File: src/rtl/pattern_bist_ctrl_pkg.sv
// Shared types and constants for the pattern BIST controller and its shift-register blocks.
package pattern_bist_ctrl_pkg;

    typedef enum logic [2:0] {
        ST_IDLE  = 3'd0,
        ST_SEED  = 3'd1,
        ST_RUN   = 3'd2,
        ST_FLUSH = 3'd3,
        ST_DONE  = 3'd4
    } bist_state_e;

    // x^16 + x^14 + x^13 + x^11 + 1 -> taps on bits 15, 13, 12, 10
    localparam logic [15:0] POLY_TAPS    = 16'hB400;
    localparam logic [15:0] SEED_DEFAULT = 16'h0001;

    // An all-zero seed would lock the LFSR, so it is swapped for the default.
    function automatic logic [15:0] nonzero_seed(input logic [15:0] s);
        return (s == 16'h0000) ? SEED_DEFAULT : s;
    endfunction

endpackage

File: src/rtl/bist_lfsr16.sv
// 16-bit Fibonacci shift register, shifting left with feedback into bit 0.
// With USE_PAR set, a parallel word is XORed into every shift, turning it into a MISR.
module bist_lfsr16
    import pattern_bist_ctrl_pkg::*;
#(
    parameter logic [15:0] TAPS    = POLY_TAPS,
    parameter logic [15:0] RST_VAL = SEED_DEFAULT,
    parameter bit          USE_PAR = 1'b0
) (
    input  logic        clk_i,
    input  logic        rst_ni,
    input  logic        load_i,
    input  logic [15:0] load_val_i,
    input  logic        en_i,
    input  logic [15:0] par_i,
    output logic [15:0] state_o,
    output logic [15:0] next_o
);

    logic [15:0] state_q;
    logic [15:0] state_d;
    logic [15:0] par_w;
    logic [15:0] shift_w;

    assign par_w   = USE_PAR ? par_i : 16'h0000;
    assign shift_w = {state_q[14:0], ^(state_q & TAPS)};
    assign next_o  = shift_w ^ par_w;
    assign state_o = state_q;

    always_comb begin
        state_d = state_q;
        if (load_i) begin
            state_d = load_val_i;
        end else if (en_i) begin
            state_d = next_o;
        end
    end

    always_ff @(posedge clk_i or negedge rst_ni) begin
        if (!rst_ni) begin
            state_q <= RST_VAL;
        end else begin
            state_q <= state_d;
        end
    end

endmodule

File: src/rtl/pattern_bist_ctrl.sv
// Pattern BIST controller: drives LFSR stimulus into a CUT, compacts its response in a MISR
// and compares the final signature against a golden value.
module pattern_bist_ctrl
    import pattern_bist_ctrl_pkg::*;
#(
    parameter int STIM_W = 15,
    parameter int RESP_W = 13
) (
    input  logic              blif_clk_net,
    input  logic              blif_reset_net,
    input  logic              start,
    input  logic              abort,
    input  logic [15:0]       seed,
    input  logic [15:0]       pat_count,
    input  logic [15:0]       golden,
    input  logic [RESP_W-1:0] resp,
    output logic [STIM_W-1:0] stim,
    output logic              busy,
    output logic              done,
    output logic [15:0]       signature,
    output logic              pass
);

    bist_state_e       state_q, state_d;
    logic [15:0]       cnt_q, cnt_d;
    logic [STIM_W-1:0] stim_q, stim_d;

    logic              lfsr_load, lfsr_en;
    logic              misr_clr, misr_en;
    logic [15:0]       lfsr_state, lfsr_next;
    logic [15:0]       misr_state, misr_next_unused;
    logic [15:0]       resp_ext;
    logic              bits_unused;

    always_comb begin
        resp_ext               = 16'h0000;
        resp_ext[RESP_W-1:0]   = resp;
    end

    bist_lfsr16 #(
        .TAPS    (POLY_TAPS),
        .RST_VAL (SEED_DEFAULT),
        .USE_PAR (1'b0)
    ) u_pat_lfsr (
        .clk_i      (blif_clk_net),
        .rst_ni     (blif_reset_net),
        .load_i     (lfsr_load),
        .load_val_i (nonzero_seed(seed)),
        .en_i       (lfsr_en),
        .par_i      (16'h0000),
        .state_o    (lfsr_state),
        .next_o     (lfsr_next)
    );

    bist_lfsr16 #(
        .TAPS    (POLY_TAPS),
        .RST_VAL (16'h0000),
        .USE_PAR (1'b1)
    ) u_misr (
        .clk_i      (blif_clk_net),
        .rst_ni     (blif_reset_net),
        .load_i     (misr_clr),
        .load_val_i (16'h0000),
        .en_i       (misr_en),
        .par_i      (resp_ext),
        .state_o    (misr_state),
        .next_o     (misr_next_unused)
    );

    // Only the low STIM_W pattern bits reach the CUT; the rest are intentionally dropped.
    assign bits_unused = ^{lfsr_state, lfsr_next, misr_next_unused};

    always_comb begin
        state_d   = state_q;
        cnt_d     = cnt_q;
        stim_d    = stim_q;
        lfsr_load = 1'b0;
        lfsr_en   = 1'b0;
        misr_clr  = 1'b0;
        misr_en   = 1'b0;

        case (state_q)
            ST_IDLE, ST_DONE: begin
                if (start && !abort) begin
                    lfsr_load = 1'b1;
                    misr_clr  = 1'b1;
                    cnt_d     = pat_count;
                    state_d   = (pat_count == 16'h0000) ? ST_DONE : ST_SEED;
                end
            end

            ST_SEED: begin
                if (abort) begin
                    stim_d  = '0;
                    state_d = ST_IDLE;
                end else begin
                    stim_d  = lfsr_state[STIM_W-1:0];
                    state_d = ST_RUN;
                end
            end

            ST_RUN: begin
                if (abort) begin
                    stim_d  = '0;
                    state_d = ST_IDLE;
                end else begin
                    lfsr_en = 1'b1;
                    misr_en = 1'b1;
                    stim_d  = lfsr_next[STIM_W-1:0];
                    cnt_d   = cnt_q - 16'd1;
                    if (cnt_q == 16'd1) begin
                        state_d = ST_FLUSH;
                    end
                end
            end

            // One extra capture so a registered CUT output from the last pattern is compacted.
            ST_FLUSH: begin
                if (abort) begin
                    stim_d  = '0;
                    state_d = ST_IDLE;
                end else begin
                    misr_en = 1'b1;
                    state_d = ST_DONE;
                end
            end

            default: begin
                state_d = ST_IDLE;
            end
        endcase
    end

    always_ff @(posedge blif_clk_net or negedge blif_reset_net) begin
        if (!blif_reset_net) begin
            state_q <= ST_IDLE;
            cnt_q   <= 16'h0000;
            stim_q  <= '0;
        end else begin
            state_q <= state_d;
            cnt_q   <= cnt_d;
            stim_q  <= stim_d;
        end
    end

    assign stim      = stim_q;
    assign busy      = (state_q == ST_SEED) || (state_q == ST_RUN) || (state_q == ST_FLUSH);
    assign done      = (state_q == ST_DONE);
    assign signature = misr_state;
    assign pass      = done && (misr_state == golden);

endmodule

File: config.mk
export PLATFORM = sky130hd
export DESIGN_NAME = pattern_bist_ctrl
export DESIGN_NICKNAME = d
export VERILOG_FILES = /design/src/rtl/pattern_bist_ctrl_pkg.sv /design/src/rtl/bist_lfsr16.sv /design/src/rtl/pattern_bist_ctrl.sv
export SDC_FILE = /design/constraint.sdc
export NUM_CORES = 1
export LEC_CHECK = 0
export BUFFER_PORTS_ARGS = -buffer_cell sky130_fd_sc_hd__buf_2
export CORE_ASPECT_RATIO = 1.2
export CORE_MARGIN = 2
export CORE_UTILIZATION = 40
export DETAILED_ROUTE_END_ITERATION = 12
export GPL_TIMING_DRIVEN = 0
export PLACE_DENSITY = 0.71
export SETUP_SLACK_MARGIN = 0.5
export SLEW_MARGIN = 20
export SYNTH_ARGS = -nofsm -noshare
export SYNTH_HDL_FRONTEND = slang
export SYNTH_SLANG_ARGS = --single-unit
File: constraint.sdc
create_clock -name blif_clk_net -period 3.9 [get_ports blif_clk_net]
set_input_delay 0.39 -clock blif_clk_net [delete_from_list [all_inputs] [get_ports blif_clk_net]]
set_output_delay 0.39 -clock blif_clk_net [all_outputs]
set_load 0.05 [all_outputs]
==> impl_results.md, run 1 <==
- Reg2Reg Launch Point: state_q[2]
- Pwr/cell area: 835 nW/µm²
- CTS Root Cell: clkbuf_8
- Drt first pass iters: 5
- Unique masters post-synth: 46
- Sequential Power Share: 0.356
- Clock period minus worst slack: 2.53 ns
- Initial antenna violation count: 0
- Synth top area cells: dfrtp_1 45%, a22o_1 7.2%, xor2_1 5.1%, mux2_2 4.7%, xnor2_1 3.6%
- Overall global routing resource usage: 0.200
- Comb power frac: 0.504
- Post-synth ARST share: 1.00
- Hold Path Depth: 3
- Vias/cell: 5.58
- Setup bufs post-CTS: 0
- Achievable clock frequency: 0.395 GHz
- H-tree depth: 3
- Syn Nets: 427
- Final Setup Violations: 0
- Post-synth EDFFs: 0
- Die W: 90.9 µm
- Ports: 99
- Post-route setup TNS: 0 ns
- # resized after CTS: 0
- Clock share of power: 0.141
- Final Max Slew Viols: 0
- Row Count: 38
- Number of global-route vias before repair: 3183
- Drt total wl: 9.55 mm
- Fin crit share: 0.649
- Clk_skew: 0.00734 ns
- Worst EP required: 3.51 ns
- Cell area after synthesis: 3630 µm²
- Crit path kind: reg -> out
- Most frequent cell after synthesis: dfrtp_1
- Top cells by count, synth: 65 x dfrtp_1, 30 x a22o_1, 21 x xor2_1
- # DRC: 0
- RSZ-0062 raised after global routing: false
- Max-cap violations: 0
- Worst path top cell family by delay: simple AND/OR/NAND/NOR gates
- Leak pwr: 0.00211 µW
- Max stage delay on crit path: 0.38 ns
- Peak VDD IR: 0.000456 V
- Min-delay src: seed[6]
- CTS tree: done
- Post-synthesis simple-gate area fraction: 0.149
- Post-synthesis xor/xnor area fraction: 0.0869
- Synth Area in Adders: 0.00690
- WHS Endpoint: u_pat_lfsr.state_o[6]
- Yosys top cell area share: 0.448
- Largest net degree at the start of global routing: 37
- Sw Pwr: 1810 µW
- Yosys warnings: 0
- CP endpoint kind: output pin
- Syn_area_per_cell: 10.1 µm²
- Routed len/inst: 16.0 µm
- Synth Register Bits: 66
- Main synth FF type: dfrtp_1
- Compound-Gate Fraction of Synth Area: 0.212
- Longest Clk Path Bufs: 2
- Ratio of cells with drive above 1 in the final layout: 0.293
- Post-route ant nets: 0
- Ant diodes: 0
- Clk Latency, worst-skew pair: 0.35 ns
- Worst R2R Setup Slack: 1.67 ns
- Total gr overflow: 0
- # port buffers: 97
- Worst EP arrival: 2.14 ns
- Utilization after layout: 0.501
- Critical path peak fanout: 10
- R2r endpoint: cnt_q[13]
- Placed Area: 4290 µm²
- R2R depth: 6
- Sw frac: 0.484
- Slowest-stage cell, CP: dfrtp_1
- Cell Int Power: 1930 µW
- Starting DRT DRC Count: 248
- Largest family of logic cells by synthesized area: compound AO/OA/AOI/OAI gates
- Crit path buf inv count: 2
- Status: complete, no violations
- Worst Hold Class: in -> reg
- Clock transition at path regs: 0.08 ns
- Slew HR: 0.562
- Post-synthesis cell count: 360
- Critical Path, Cell by Cell: clkbuf_1 > nor2_1 > and2_1 > nand3_1 > nor4_1 > buf_2
- Dpl hpwl: 6.96 mm
- Post-Layout Cell Count: 595
- Hold_buf cts: 1
- Routability cong.: 0.866
- Global-route wire length before repair: 15.6 mm
- Routed vias: 3323
- Die area: 9850 µm²
- Startpoint types: flop
- Placed Cells: 578
- Die height: 108 µm
- Number of CTS-inserted buffers: 9
- Worst slew pin tran: 0.651 ns
- Final instance area: 4480 µm²
- Yosys top cell by area: dfrtp_1
- Initial Util: 0.406
- Post-synthesis mux area share: 0.0576
- Final Hold Vio Count: 0
- Area of the core: 8940 µm²
- # nets final: 537
- CTS sink cnt: 66
- Area grow syn2layout: 23.3%
- Sequential area share after synthesis: 0.456
-- sequential cells by signal, summed over array words and instances, names as in the netlist --
signal	cells
cnt_q	16
state_q	3
u_misr.state_o	16
u_pat_lfsr.state_o	16
stim	15
-- power by group through the flow --
stage	Combinational [µW]	Clock (µW)	Sequential (µW)
after detailed placement	1880	0	1340
after global placement	1840	0	1320
after floorplan	975	0	1740
final	1880	527	1330
after global routing	2040	572	1380
after CTS	1890	547	1320
-- layer usage --
layer | vias to the layer above | global-route usage | wire [µm] | part of all wire
met2 | 126 | 0.337 | 4660 | 0.49
li1 | 1577 | - | - | -
met1 | 1607 | 0.255 | 4140 | 0.43
met3 | 13 | 0.0376 | 554 | 0.058
met5 | - | 0 | 0 | 0
met4 | 0 | 0.0823 | 193 | 0.020
-- worst reg2reg max path, delay by kind of cell (launching register included) --
family	cells	cell delay, ns
buffers and inverters	2	0.36
AOI/OAI and AO/OA	2	0.40
and+or+nand+nor	2	0.98
DFF	1	0.36
-- worst max-delay path by stage --
stage,start,end,slack [ns],cells past startpoint
2_1_floorplan,state_q[0],pass,0.60,5
3_3_place_gp,state_q[2],u_misr.state_o[12],1.71,6
3_5_place_dp,state_q[2],u_misr.state_o[10],1.70,6
4_1_cts,state_q[0],pass,1.35,6
5_1_grt,state_q[0],pass,1.14,6
6_report,state_q[0],pass,1.37,6
-- through the flow --
stage          worst slack [ns]  hold WS [ns]  power, µW
5_1_grt                    1.14         0.255       3990
3_3_place_gp               1.71         0.485       3160
2_1_floorplan             0.603        0.0944       2720
4_1_cts                    1.35         0.257       3750
6_report                   1.37         0.273       3740
3_5_place_dp               1.70         0.349       3210
-- cell usage in the layout (no fill, tap or decap), drive strengths merged, types with 5 or more instances in the layout --
| master | instances |
|---|---|
| buf | 102 |
| dfrtp | 65 |
| a22o | 30 |
| clkbuf | 30 |
| xor2 | 21 |
| a21oi | 21 |
| nor2 | 20 |
| nor4 | 20 |
| o21ai | 17 |
| xnor2 | 15 |
| nand2 | 15 |
| mux2 | 15 |
| nand3 | 10 |
| a22oi | 10 |
| nor3 | 7 |
| inv | 7 |
| nand4 | 6 |
| o2bb2ai | 6 |
| nand2b | 5 |
| clkinv | 5 |
-- cells by family (layout without fill, tap and decap cells) --
| group | Yosys count | after routing |
|---|---|---|
| compound gates | 107 | 107 |
| simple gates | 100 | 100 |
| flops | 66 | 66 |
| xor+xnor | 36 | 36 |
| buf+inv | 30 | 145 |
| mux | 19 | 19 |
| fa+ha+maj | 2 | 2 |
-- cell type report --
| cell class | count | area [µm²] |
|---|---|---|
| inverter | 6 | 22.5 |
| fill | 874 | 4460 |
| clock inverter | 6 | 41.3 |
| multi-input combinational | 264 | 1860 |
| timing repair buffer | 99 | 518 |
| clock buffer | 10 | 138 |
| tap | 120 | 150 |
| buffer | 24 | 93.8 |
| sequential | 66 | 1650 |
(Power assumes the default switching activity.)
==> run 2: changes to the inputs <==
- clock period: 3.9 -> 2.6 ns (I/O delays scaled with it)
==> run 2 against run 1 <==
  * Flip-flop and latch count unchanged
  * Count of clock-buffer cells in the layout stayed put
  * Final cell count rose by 1.2%
  * Critical path type unchanged
==> impl_results.md, run 2 (synthesis gave the netlist of run 1 again) <==
- Critical path peak fanout: 5 (was 10)
- Area grow syn2layout: 28.2% (was 23.3%)
- Die area: 9850 µm² (unchanged)
- Routability cong.: 0.924 (was 0.866)
- Routed len/inst: 16.2 µm (was 16.0 µm)
- Startpoint types: flop (unchanged)
- # port buffers: 97 (unchanged)
- Leak pwr: 0.00219 µW (was 0.00211 µW)
- CTS tree: done (unchanged)
- Longest Clk Path Bufs: 2 (unchanged)
- Post-route setup TNS: 0 ns (unchanged)
- Final Hold Vio Count: 0 (unchanged)
- Fin crit share: 0.818
- Worst EP required: 2.34 ns (was 3.51 ns)
- Placed Area: 4310 µm² (was 4290 µm²)
- Dpl hpwl: 7.12 mm (was 6.96 mm)
- Ports: 99 (unchanged)
- Worst slew pin tran: 0.610 ns (was 0.651 ns)
- Peak VDD IR: 0.000617 V (was 0.000456 V)
- Initial antenna violation count: 0 (unchanged)
- Worst R2R Setup Slack: 0.52 ns (was 1.67 ns)
- Final Max Slew Viols: 0 (unchanged)
- Final Setup Violations: 0 (unchanged)
- Clk Latency, worst-skew pair: 0.34 ns (was 0.35 ns)
- Vias/cell: 5.58 (about the same)
- Number of CTS-inserted buffers: 9 (unchanged)
- Clock period minus worst slack: 2.13 ns
- Final instance area: 4650 µm² (was 4480 µm²)
- Ratio of cells with drive above 1 in the final layout: 0.351 (was 0.293)
- Drt first pass iters: 4 (was 5)
- Worst Hold Class: in -> reg (unchanged)
- Drt total wl: 9.75 mm (was 9.55 mm)
- Die height: 108 µm (unchanged)
- Row Count: 38 (unchanged)
- Die W: 90.9 µm (unchanged)
- Max-cap violations: 0 (unchanged)
- CP endpoint kind: output pin (unchanged)
- Overall global routing resource usage: 0.194 (was 0.200)
- Number of global-route vias before repair: 3176 (was 3183)
- Final worst hold slack: 0.147 ns (was 0.273 ns)
- Pwr/cell area: 1260 nW/µm² (was 835 nW/µm²)
- Post-route ant nets: 0 (unchanged)
- Slew HR: 0.590 (was 0.562)
- Status: complete, no violations (unchanged)
- H-tree depth: 3 (unchanged)
- Clk_skew: 0.0131 ns (was 0.00734 ns)
- CTS Root Cell: clkbuf_8 (unchanged)
- Routed vias: 3357 (was 3323)
- Clock transition at path regs: 0.08 ns (about the same)
- Commonest non-fill, non-tap cell in the layout: buf_2 (unchanged)
- Area of the core: 8940 µm² (unchanged)
- Global-route wire length before repair: 15.3 mm (was 15.6 mm)
- Crit path kind: reg -> out (unchanged)
- Achievable clock frequency: 0.470 GHz
- Total gr overflow: 0 (unchanged)
- Initial Util: 0.406 (unchanged)
- Commonest non-fill, non-tap cells in the layout: 97 x buf_2, 60 x dfrtp_1, 30 x a22o_1 (was 99 x buf_2, 65 x dfrtp_1, 30 x a22o_1)
- Starting DRT DRC Count: 211 (was 248)
- Ant diodes: 0 (unchanged)
- Largest net degree at the start of global routing: 43 (was 37)
- CTS sink cnt: 66 (unchanged)
- Worst EP arrival: 1.87 ns (was 2.14 ns)
- # nets final: 544 (was 537)
- # DRC: 0 (unchanged)
- RSZ-0062 raised after global routing: true (was false)
-- run 2: cell types whose count changed in the layout (fill, tap and decap cells not counted), moves of 3 or more --
| cell | change |
|---|---|
| clkbuf_2 | +6 |
| buf_4 | +8 |
| dfrtp_2 | +5 |
| clkbuf_1 | -6 |
| dfrtp_1 | -5 |
| nor2_1 | -4 |
| clkinvlp_4 | +3 |
-- run 2: worst paths after layout --
path                                    startpoint                    end  depth (start not counted)
worst max-delay path            u_misr.state_o[12]                   pass                          5
worst min-delay path                       seed[0]  u_pat_lfsr.state_o[0]                          3
worst max register to register            cnt_q[6]              cnt_q[14]                          5
worst min register to register            stim[11]               stim[11]                          1
max in group asynchronous           blif_reset_net  u_pat_lfsr.state_o[0]                          3
min in group asynchronous           blif_reset_net      u_misr.state_o[5]                          2
-- run 2: critical path, cell delays in order (launching register included) --
cell,delay [ns]
dfrtp_2,0.44
xor2_1,0.17
nor4_1,0.24
nand3_1,0.20
nor4_4,0.27
buf_6,0.19
-- run 2: metal layers --
| layer | global-route usage | routed length, µm | vias up |
|---|---|---|---|
| met5 | 0 | 0 | - |
| met3 | 0.0348 | 542 | 20 |
| met2 | 0.319 | 4820 | 118 |
| met4 | 0.0844 | 212 | 0 |
| met1 | 0.254 | 4180 | 1630 |
| li1 | - | - | 1589 |
-- run 2: metrics by stage --
stage / std cells / total power, µW / utilization / setup WS, ns
3_5_place_dp: 578 / 4840 / 0.482 / 0.301
3_3_place_gp: 577 / 4780 / 0.480 / 0.300
4_1_cts: 595 / 5750 / 0.508 / 0.421
6_report: 602 / 5850 / 0.520 / 0.474
2_1_floorplan: 360 / 4100 / - / 0.450
5_1_grt: 602 / 6220 / 0.520 / 0.394
-- run 2: where the power goes --
| group | total (µW) | switching (µW) | internal [µW] |
|---|---|---|---|
| clock | 863 | 419 | 445 |
| combinational | 3000 | 1880 | 1120 |
| sequential | 1990 | 484 | 1510 |
-- run 2: final cells by class --
cell class                      count  area, µm²
Fill cell                         849       4290
Buffer                             24        108
Clock inverter                      6       66.3
Timing Repair Buffer              106        577
Multi-Input combinational cell    264       1940
Inverter                            6       22.5
Tap cell                          120        150
Clock buffer                       10        128
Sequential cell                    66       1660
-- run 2: what timing repair did --
item                                    CTS  global route
hold buffers                              1             0
pin swaps                                 2             4
hold endpoints to repair                 24             0
endpoints found under the setup margin   23            51
gates resized for setup                   9            26
buffers inserted                          0             7
==> run 3: changes to the inputs <==
- clock period: 2.6 -> 2.25 ns (I/O delays scaled with it)
==> run 3 against run 2 <==
  * Sequential power is 18% higher
  * Global-route usage is 1.4 points higher
  * Power is 23% higher
  * Count of clock-buffer cells in the layout is 1 lower
  * Setup slack worse by 0.28 ns
  * Core utilization is 3.4 points higher
  * Critical endpoint unchanged
==> impl_results.md, run 3 (synthesis gave the netlist of run 1 again) <==
- Number of cells on the critical path: 5 (unchanged)
- Clock period minus worst slack: 2.06 ns
- Number of CTS-inserted buffers: 9 (unchanged)
- Max stage delay on crit path: 0.41 ns (was 0.44 ns)
- Commonest non-fill, non-tap cell in the layout: buf_2 (unchanged)
- Setup ws final: 0.191 ns (was 0.474 ns)
- Final Max Slew Viols: 0 (unchanged)
- Vias/cell: 5.71 (was 5.58)
- Placed Cells: 578 (unchanged)
- GRT met1 Usage: 0.247 (was 0.254)
- R2R depth: 5 (unchanged)
- Worst EP required: 2.03 ns (was 2.34 ns)
- CTS sink cnt: 66 (unchanged)
- Drt first pass iters: 4 (unchanged)
- Clk Latency, worst-skew pair: 0.36 ns (was 0.34 ns)
- Global-route wire length before repair: 16.4 mm (was 15.3 mm)
- Startpoint types: flop (unchanged)
- Ant diodes: 0 (unchanged)
- Post-Layout Cell Count: 612 (was 602)
- Leak pwr: 0.00230 µW (was 0.00219 µW)
- Largest net degree at the start of global routing: 42 (was 43)
- Number of global-route vias before repair: 3398 (was 3176)
- Die height: 108 µm (unchanged)
- Worst EP arrival: 1.83 ns (was 1.87 ns)
- Status: complete, no violations (unchanged)
- Busiest layer in global routing: met2 (unchanged)
- Longest Clk Path Bufs: 2 (unchanged)
- Die W: 90.9 µm (unchanged)
- Area grow syn2layout: 36.6% (was 28.2%)
- # nets final: 554 (was 544)
- Hold Path Depth: 2 (was 3)
- Worst Hold Class: in -> reg (unchanged)
- Met2 Use GR: 0.365 (was 0.319)
- CP endpoint kind: output pin (unchanged)
- Clock transition at path regs: 0.08 ns (about the same)
- Post-route ant nets: 0 (unchanged)
- Die area: 9850 µm² (unchanged)
- Crit path kind: reg -> out (unchanged)
- Initial Util: 0.406 (unchanged)
- Commonest non-fill, non-tap cells in the layout: 96 x buf_2, 53 x dfrtp_1, 30 x a22o_1 (was 97 x buf_2, 60 x dfrtp_1, 30 x a22o_1)
- Clk_skew: 0.0124 ns (was 0.0131 ns)
- Global routing usage on met3: 0.0481 (was 0.0348)
- # DRC: 0 (unchanged)
- Overall global routing resource usage: 0.208 (was 0.194)
- Slowest-stage cell, CP: dfrtp_2 (unchanged)
- Fin crit share: 0.915
- Crit path buf inv count: 1 (unchanged)
- H-tree depth: 3 (unchanged)
- Row Count: 38 (unchanged)
- Dpl hpwl: 7.09 mm (was 7.12 mm)
- Initial antenna violation count: 0 (unchanged)
- Peak VDD IR: 0.000729 V (was 0.000617 V)
- CTS tree: done (unchanged)
- Starting DRT DRC Count: 196 (was 211)
- Post-route setup TNS: 0 ns (unchanged)
- Critical path peak fanout: 2 (was 5)
- Slew HR: 0.610 (was 0.590)
- Pwr/cell area: 1450 nW/µm² (was 1260 nW/µm²)
- Ratio of cells with drive above 1 in the final layout: 0.447 (was 0.351)
- Total gr overflow: 0 (unchanged)
- Final Setup Violations: 0 (unchanged)
- Pre-CTS setup slack: 0.0584 ns (was 0.301 ns)
- Critical Path, Cell by Cell: xor2_1 > nor4_1 > nand3_1 > nor4_4 > buf_6 (unchanged)
- Routed len/inst: 16.8 µm (was 16.2 µm)
- Ports: 99 (unchanged)
- Drt total wl: 10.3 mm (was 9.75 mm)
- CTS Root Cell: clkbuf_8 (unchanged)
- Area of the core: 8940 µm² (unchanged)
- # port buffers: 97 (unchanged)
- Routed vias: 3493 (was 3357)
- Final Hold Vio Count: 0 (unchanged)
- Worst path top cell family by delay: simple AND/OR/NAND/NOR gates (unchanged)
- Tot Pwr: 7170 µW (was 5850 µW)
- Routability cong.: 0.866 (was 0.924)
- Max-cap violations: 0 (unchanged)
- Achievable clock frequency: 0.486 GHz
- RSZ-0062 raised after global routing: true (unchanged)
- Worst slew pin tran: 0.581 ns (was 0.610 ns)
-- run 3: cell count changes in the layout (fill, tap and decap cells not counted), moves of 3 or more --
cell,change
nor4_1,-7
dfrtp_2,+7
buf_6,+5
buf_4,+13
clkbuf_2,+3
nor4_4,+3
dfrtp_1,-7
nor3_1,-5
nor3_2,+3
clkbuf_1,-12
nor4_2,+4
-- run 3: area by class of cell --
| type | instances | area (µm²) |
|---|---|---|
| buffer | 24 | 156 |
| tap | 120 | 150 |
| inverter | 6 | 22.5 |
| clock inverter | 7 | 53.8 |
| clock buffer | 9 | 124 |
| multi-input combinational | 264 | 2120 |
| timing repair buffer | 116 | 662 |
| sequential | 66 | 1670 |
| fill | 821 | 3980 |
-- run 3: final timing paths --
check                              startpoint                endpoint  slack (ns)
max                        u_misr.state_o[12]                    pass        0.19
min                                  seed[12]  u_pat_lfsr.state_o[12]         0.1
max reg2reg                          cnt_q[4]               cnt_q[12]        0.31
min reg2reg                           stim[7]                 stim[7]        0.50
max in group asynchronous      blif_reset_net   u_pat_lfsr.state_o[0]        1.35
min in group asynchronous      blif_reset_net       u_misr.state_o[7]        0.31
-- run 3: power breakdown --
part           total (µW)  switching, µW  leakage (µW)  internal, µW
Clock                 904            500     0.0000818           404
Sequential           2340            585      0.000822          1750
Combinational        3930           2380       0.00140          1550
Total                7170           3470       0.00230          3710
-- run 3: worst register-to-register path: stages, from the launching register on --
cell       delay, ns
dfrtp_2         0.46
or4_4           0.50
buf_6           0.15
or4_4           0.50
a21oi_2         0.16
a2bb2oi_2       0.14
-- run 3: what timing repair did --
| item | in CTS | in global routing |
|---|---|---|
| setup buffers | 14 | 2 |
| endpoints found under the hold margin | 25 | 0 |
| endpoints found under the setup margin | 64 | 59 |
| hold buffers | 1 | 0 |
| pin swaps | 16 | 12 |
| gates resized for setup | 42 | 48 |
| cloned | 0 | 1 |
-- run 3: stage by stage --
step | util | instance area [µm²] | hold slack [ns]
finish | 0.555 | 4960 | 0.0960
global route | 0.555 | 4960 | 0.0954
CTS | 0.534 | 4780 | 0.0911
detailed placement | 0.487 | 4350 | 0.161
global placement | 0.484 | 4330 | 0.456
floorplan | - | 3690 | -0.0706
-- run 3: layer usage --
layer  up-vias  wire length [µm]
met4         0               241
met2       141              5220
li1       1613                 -
met5         -                 0
met1      1717              4260
met3        22               589
